===== src/rtl/score_keeper.sv =====
// score_keeper: game-progress and scoring stage fed by the collision checker verdicts and the metronome beat.
// Ports: clk/rst (sync, active-high); metronome_clk/start (async, synchronised here); correctHit/incorrectHit (clk-domain levels);
//        outputs state, score, combo, best_combo, lives, beat_count, hit_pulse, miss_pulse -- all registered.
module score_keeper #(
    parameter int LIVES      = 5,
    parameter int SONG_BEATS = 64,
    parameter int SCORE_MAX  = 9999,
    parameter int COMBO_MAX  = 99
) (
    input  logic        clk,
    input  logic        rst,
    input  logic        metronome_clk,
    input  logic        start,
    input  logic        correctHit,
    input  logic        incorrectHit,
    output logic [1:0]  state,
    output logic [13:0] score,
    output logic [6:0]  combo,
    output logic [6:0]  best_combo,
    output logic [2:0]  lives,
    output logic [7:0]  beat_count,
    output logic        hit_pulse,
    output logic        miss_pulse
);

    typedef enum logic [1:0] {
        PLAY = 2'd0,
        IDLE = 2'd1,
        OVER = 2'd2,
        WIN  = 2'd3
    } state_t;

    localparam logic [14:0] SCORE_LIM = 15'(SCORE_MAX);
    localparam logic [6:0]  COMBO_LIM = 7'(COMBO_MAX);
    localparam logic [2:0]  LIVES_INI = 3'(LIVES);
    localparam logic [7:0]  BEATS_END = 8'(SONG_BEATS);

    // Asynchronous inputs: two-flop synchroniser plus previous-value flop.
    logic met_s1, met_s2, met_prev;
    logic start_s1, start_s2, start_prev;
    // Verdict levels: a sampling flop and a previous-value flop, so the
    // update lands one edge after the level is first sampled.
    logic hit_q, hit_prev, miss_q, miss_prev;

    logic met_rise, start_rise, hit_rise, miss_rise;

    state_t      state_q, state_d;
    logic [13:0] score_d;
    logic [6:0]  combo_d, best_d;
    logic [2:0]  lives_d;
    logic [7:0]  beat_d;
    logic        hit_pulse_d, miss_pulse_d;

    logic [2:0]  mult;
    logic [14:0] score_sum;
    logic [6:0]  combo_inc;
    logic [7:0]  beat_next;
    logic        last_life_lost;

    assign met_rise   = met_s2 & ~met_prev;
    assign start_rise = start_s2 & ~start_prev;
    assign hit_rise   = hit_q & ~hit_prev;
    assign miss_rise  = miss_q & ~miss_prev;

    // Multiplier is chosen from the combo before this hit is counted.
    assign mult      = (combo < 7'd4) ? 3'd1 : ((combo < 7'd8) ? 3'd2 : 3'd4);
    // One spare bit so the sum cannot wrap before clamping.
    assign score_sum = {1'b0, score} + {12'd0, mult};
    assign combo_inc = (combo >= COMBO_LIM) ? COMBO_LIM : combo + 7'd1;
    assign beat_next = beat_count + 8'd1;
    assign last_life_lost = miss_rise && (lives == 3'd1);

    always_comb begin
        state_d      = state_q;
        score_d      = score;
        combo_d      = combo;
        best_d       = best_combo;
        lives_d      = lives;
        beat_d       = beat_count;
        hit_pulse_d  = 1'b0;
        miss_pulse_d = 1'b0;

        case (state_q)
            IDLE: begin
                if (start_rise) begin
                    state_d = PLAY;
                    score_d = '0;
                    combo_d = '0;
                    best_d  = '0;
                    beat_d  = '0;
                    lives_d = LIVES_INI;
                end
            end
            PLAY: begin
                // A miss wins over a simultaneous hit; the hit is dropped.
                if (miss_rise) begin
                    miss_pulse_d = 1'b1;
                    combo_d      = '0;
                    lives_d      = lives - 3'd1;
                    if (last_life_lost) begin
                        state_d = OVER;
                    end
                end else if (hit_rise) begin
                    hit_pulse_d = 1'b1;
                    score_d     = (score_sum > SCORE_LIM) ? SCORE_LIM[13:0] : score_sum[13:0];
                    combo_d     = combo_inc;
                    best_d      = (combo_inc > best_combo) ? combo_inc : best_combo;
                end
                if (met_rise) begin
                    beat_d = beat_next;
                    // Losing the last life on the final beat is a loss, not a win.
                    if ((beat_next == BEATS_END) && !last_life_lost) begin
                        state_d = WIN;
                    end
                end
            end
            default: begin
                // OVER / WIN: counters hold for display until the next start.
                if (start_rise) begin
                    state_d = IDLE;
                end
            end
        endcase
    end

    always_ff @(posedge clk) begin
        if (rst) begin
            met_s1     <= 1'b0;
            met_s2     <= 1'b0;
            met_prev   <= 1'b0;
            start_s1   <= 1'b0;
            start_s2   <= 1'b0;
            start_prev <= 1'b0;
            hit_q      <= 1'b0;
            hit_prev   <= 1'b0;
            miss_q     <= 1'b0;
            miss_prev  <= 1'b0;
            state_q    <= IDLE;
            score      <= '0;
            combo      <= '0;
            best_combo <= '0;
            lives      <= LIVES_INI;
            beat_count <= '0;
            hit_pulse  <= 1'b0;
            miss_pulse <= 1'b0;
        end else begin
            met_s1     <= metronome_clk;
            met_s2     <= met_s1;
            met_prev   <= met_s2;
            start_s1   <= start;
            start_s2   <= start_s1;
            start_prev <= start_s2;
            hit_q      <= correctHit;
            hit_prev   <= hit_q;
            miss_q     <= incorrectHit;
            miss_prev  <= miss_q;
            state_q    <= state_d;
            score      <= score_d;
            combo      <= combo_d;
            best_combo <= best_d;
            lives      <= lives_d;
            beat_count <= beat_d;
            hit_pulse  <= hit_pulse_d;
            miss_pulse <= miss_pulse_d;
        end
    end

    assign state = state_q;

endmodule


===== config.mk =====
export PLATFORM = sky130hd
export DESIGN_NAME = score_keeper
export DESIGN_NICKNAME = d
export VERILOG_FILES = /design/src/rtl/score_keeper.sv
export SDC_FILE = /design/constraint.sdc
export NUM_CORES = 1
export LEC_CHECK = 0
export ABC_AREA = 1
export CORE_AREA = 2 2 87 89
export CTS_BUF_LIST = sky130_fd_sc_hd__clkbuf_4
export DETAILED_ROUTE_END_ITERATION = 6
export DIE_AREA = 0 0 89 91
export DONT_BUFFER_PORTS = 1
export SLEW_MARGIN = 5
export SYNTH_ARGS = -nofsm -noshare
export SYNTH_HDL_FRONTEND = slang
export SYNTH_SLANG_ARGS = --single-unit
export TNS_END_PERCENT = 100

===== constraint.sdc =====
create_clock -name clk -period 4.6 [get_ports clk]
set_input_delay 1.38 -clock clk [delete_from_list [all_inputs] [get_ports clk]]
set_output_delay 1.38 -clock clk [all_outputs]
set_load 0.005 [all_outputs]

* Word-level counts from Yosys, hierarchy flattened
Index checks and enable logic that the tools add are counted.
Operators by class: add/sub/neg operators 4, $lt $le $gt $ge 5, bitwise logic cells 9, eq/ne operators 10, reduce and logical (&&, ||, !) cells 14, muxes and demuxes 31
Operators with widths (count):
- 14-bit two-way mux | 4
- 7-bit two-way mux | 7
- 14-bit one-hot mux with 2 select lines | 1
- 7-bit one-hot mux with 2 select lines | 2
- 8-bit two-way mux | 2
- 8-bit one-hot mux with 2 select lines | 1
- 14-bit by 3-bit adder with 15-bit output | 1
- 15-bit by 14-bit > comparator with 1-bit output (second input constant) | 1
- 2-bit two-way mux | 6
- 3-bit two-way mux | 4
- 2-bit != test (second input constant) | 6
- 3-bit AND reduction | 3
- 8-bit by 1-bit adder with 8-bit output (second input constant) | 1
- 8-bit by 7-bit == test with 1-bit output (second input constant) | 1
- 7-bit by 1-bit adder with 7-bit output (second input constant) | 1
- 7-bit >= comparator (second input constant) | 1
- 7-bit > comparator | 1
- 7-bit by 3-bit less-than comparator with 1-bit output (second input constant) | 1
- 7-bit by 4-bit less-than comparator with 1-bit output (second input constant) | 1
- 3-bit one-hot mux with 2 select lines | 1
- 1-bit inverter | 5
- 5-bit AND reduction | 1
- 1-bit bitwise AND | 4
- 2-bit one-hot mux with 2 select lines | 1
- other kinds (13) | 16
Word-level totals: input port bits 6, output and inout bits 43, word-level logic and storage cells 91, flip-flop bits (word level) 53

* Depth between registers and ports, before layout
word-level depth 9, mapped depth 20, gate-level depth less buffers 20

* Least setup slack after synthesis
OpenSTA, ideal clock, no wires.
path kind register -> register, from register combo[3], to register score[11], period minus slack after synthesis 2.404 ns, setup time 0.133 ns, required time 4.467 ns, buffers on the path 0, setup slack 2.196 ns, arrival time 2.270 ns, stages on the path, launching flop included 19, cell sequence dfxtp_1 > nor2_1 > nand2_1 > nor2_1 > ha_1 > inv_1 > fa_1 > inv_1 > nand3_1 > nand2_2 > nand4_2 > nand2_2 > nand2_4 > nor2_4 > nand3_4 > nand2_4 > inv_4 > nand2_2 > a21oi_2
Between the ends: longest elaborated chain between the ends 9, elaborated cells on any way between the ends 10, those cells by class add/sub (1); order compare (3); mux (6)
RTL lines:
- from (decl) | line 18 | output logic [6:0] combo,
- from (signal assigned) | line 159 | combo <= combo_d;
- 7-bit by 4-bit less-than comparator with 1-bit output | line 66 | assign mult = (combo < 7'd4) ? 3'd1 : ((combo < 7'd8) ? 3'd2 : 3'd4);
- 3-bit two-way mux | line 66
- 3-bit two-way mux * | line 66
- 14-bit by 3-bit adder with 15-bit output * | line 68 | assign score_sum = {1'b0, score} + {12'd0, mult};
- 15-bit by 14-bit > comparator with 1-bit output | line 105 | score_d = (score_sum > SCORE_LIM) ? SCORE_LIM[13:0] : score_sum[13:0];
- 14-bit two-way mux * | line 105
- 14-bit two-way mux * | line 103 | end else if (hit_rise) begin
- 14-bit two-way mux * | line 96 | if (miss_rise) begin
- 14-bit one-hot mux with 2 select lines * | line 83 | case (state_q)
- to (signal assigned) | line 158 | score <= score_d;
- to (decl) | line 17 | output logic [13:0] score,
Mark *: on every way between the ends. The rest lies on a longest branch, timed or not. The select of a mux whose other input is x is not followed. A chain may end at the register's enable or synchronous reset.

* Final worst setup path
from register combo[4], to register score[7]
Same word-level chain as after synthesis.

==> flow_summary_export.csv <==
group,metric,value,unit
cells_and_area,fillers,774,
worst_setup_path,r2r_cells,17,
timing,setup_violations,0,
timing,worst_slack,1.85,ns
grt,first_global_vias,2426,
cells_and_area,n_antenna_cell,0,
route,via_per_inst,4.84,
timing,fin_crit,2.75,ns
worst_setup_path,start_kind,"register",
route,vias,2718,
synthesis,ys_seq_area_frac,0.342,
synthesis,synth_cell_type_count,34,
synthesis,synth_common_cells,"106 x nand2_1, 69 x inv_1, 63 x nor2_1",
cells_and_area,area_delta_synth_final,4.79,%
worst_setup_path,max_stage_delay,0.40,ns
synthesis,netlist_area,3110,µm²
timing,worst_pin_slew,0.738,ns
floorplanning,placementRows,31,
floorplanning,initial_core_util,0.435,
floorplanning,dieHeight,91,µm
route,drt-wirelength-per-cell,12.1,µm
route,dr.pass1.iters,4,
timing,fmax,0.363,GHz
worst_hold_path,hold_depth,2,
worst_hold_path,hold_class,"reg -> reg",
synthesis,synth_edf_count,0,
synthesis,yosys_warnings,0,
grt,grt-ovfl-total,0,
route,ant_nets,0,
power_and_ir_drop,ir_worst_vdd,145,µV
floorplanning,dieArea,8100,µm²
synthesis,synth_area_leaders,"dfxtp_1 34%, nand2_1 13%, inv_1 8.3%, nor2_1 7.6%, ha_1 6.0%",
synthesis,synth_nets,485,
worst_setup_path,crit_path_max_fanout,9,
worst_setup_path,worstPathCellList,"nor2_1 -> nand2_1 -> nor2_1 -> ha_1 -> inv_1 -> fa_1 -> inv_1 -> nand3_1 -> nand2_2 -> nand2_1 -> xor2_1 -> nand3_1 -> nand3_4 -> nand2_4 -> inv_4 -> nand2_2 -> a21oi_2",
placed_design,place_congestion,0.847,
synthesis,syn_inst,463,
synthesis,yosys_register_bits,53,
power_and_ir_drop,leakagePower,1.43,nW
timing,skew,0.0162,ns
run,cap_violations,0,
grt,grt_pass1_wl,11.3,mm
clock_network,path_clk_slew,0.17,ns
floorplanning,die_x,89,µm
synthesis,yosys.area.top_type,"dfxtp_1",
timing,max-slew-margin-rel,0.506,
synthesis,avgSynthCellArea,6.71,µm²
timing,slew_viol_final,0,
placed_design,pre_cts_ws,1.87,ns
clock_network,cts_tree,"built",
clock_network,postCtsResizedCells,0,
synthesis,synth_ff_type,"dfxtp_1",
route,dr.first_iter.drc_count,125,
placed_design,port_buffers,0,
clock_network,clock_sink_count,53,
placed_design,dp_hpwl,5.13,mm
power_and_ir_drop,p_per_area,232,nW/µm²
clock_network,clock_latency,0.39,ns
synthesis,yosysMostFrequentCell,"nand2_1",
grt,antenna_found_initial,0,
timing,rsz0062_at_grt,"no",
worst_setup_path,slowest_stage,"dfxtp_1",
worst_setup_path,cp.arrival,3.08,ns
floorplanning,io_pins,49,
worst_setup_path,cp-end-kind,"register",
cells_and_area,drive_gt1_frac,0.0909,
clock_network,root_buffer,"clkbuf_4",
clock_network,ctsLongestPathBuffers,2,
cells_and_area,layout.nets,483,
worst_setup_path,cp.required,4.92,ns
synthesis,yosysTopAreaCellShare,0.342,
timing,final.setup.tns,0,ns
route,wirelength,6.80,mm
worst_setup_path,critPathKind,"reg -> reg",
synthesis,synthArstFlopShare,0,
clock_network,htree_levels,2,
run_status,outcome,"completed",
route,post-route-drc-count,0,
clock_network,cts_setup_buffers,0,
grt,track_usage,0.173,
grt,grt_max_degree,44,
clock_network,hold_buffers,0,
timing,fin_crit_sh,0.598,
clock_network,cts_made_buffers,5,
timing,final-hold-violation-count,0,
floorplanning,core,7140,µm²
-- per-stage QoR --
stage	utilization	area, µm²	hold WS [ns]	std cells	power [mW]
6_report	0.456	3260	0.417	561	0.755
5_1_grt	0.456	3260	0.436	561	0.794
4_1_cts	0.456	3260	0.421	561	0.767
3_5_place_dp	0.447	3190	0.399	553	0.543
3_3_place_gp	0.447	3190	0.394	553	0.543
2_1_floorplan	-	3110	0.388	463	0.535
-- placed cells by master, fill, tap and decap left out --
cell      instances
a211oi_1          2
a21boi_0          1
a21oi_1          33
a21oi_2           6
clkbuf_4          5
clkinv_4          2
dfxtp_1          53
fa_1              1
ha_1             15
inv_1            69
inv_2             2
inv_4             1
inv_6             1
nand2_1         106
nand2_2          13
nand2_4           3
nand3_1          35
nand3_4           1
nand4_1           6
nand4_2           1
nor2_1           63
nor2_2            1
nor2_4            5
nor3_1            4
nor3b_1           1
nor4_1            2
o211ai_1          1
o21ai_0          13
o21ai_1           4
o21bai_1          1
or2_1             1
or2_2             1
xnor2_1           1
xor2_1            8
-- kinds of logic after synthesis --
group	after synthesis	synth area share
xor+xnor	9	0.0254
buf+inv	81	0.100
simple gates	243	0.356
flops	53	0.342
fa+ha+maj	16	0.0669
compound gates	61	0.110
-- where the power goes --
group	switching [mW]	internal (mW)	total, mW
clock network	0.158	0.0639	0.222
logic	0.0372	0.0170	0.0542
registers	0.00818	0.471	0.479
total	0.204	0.551	0.755
-- sequential cells by signal, summed over array words and instances (netlist names), 2 cells and up --
register / flops
lives: 3
best_combo: 7
score: 14
state: 2
combo: 7
beat_count: 8
-- routing by layer --
layer  track usage  up-vias  wire length (µm)
met5             0        -                 0
met4        0.0410        0                59
met3        0.0455        4               312
met2         0.264       47              2990
met1         0.242     1208              3440
li1              -     1459                 -
-- worst max-delay path, delay by kind of cell, from the launching register on --
kind / cells / cell delay [ns]
compound gates: 1 / 0.11
simple gates: 10 / 1.18
flops: 1 / 0.40
xor+xnor: 1 / 0.20
buf+inv: 3 / 0.23
fa+ha+maj: 2 / 0.60
-- area by class of cell --
class / instances / area, µm² / area share
clock buffer: 5 / 37.5 / 0.0115
multi-input combinational: 329 / 1730 / 0.533
tap: 99 / 124 / 0.0380
inverter: 72 / 273 / 0.0838
clock inverter: 3 / 26.3 / 0.00807
sequential: 53 / 1060 / 0.326
-- worst paths after layout --
check           start        to  slack, ns
min            met_s1    met_s2       0.42
max reg2reg  combo[4]  score[7]       1.85
min reg2reg    met_s1    met_s2       0.42
max          combo[4]  score[7]       1.85
(Power assumes the default switching activity.)
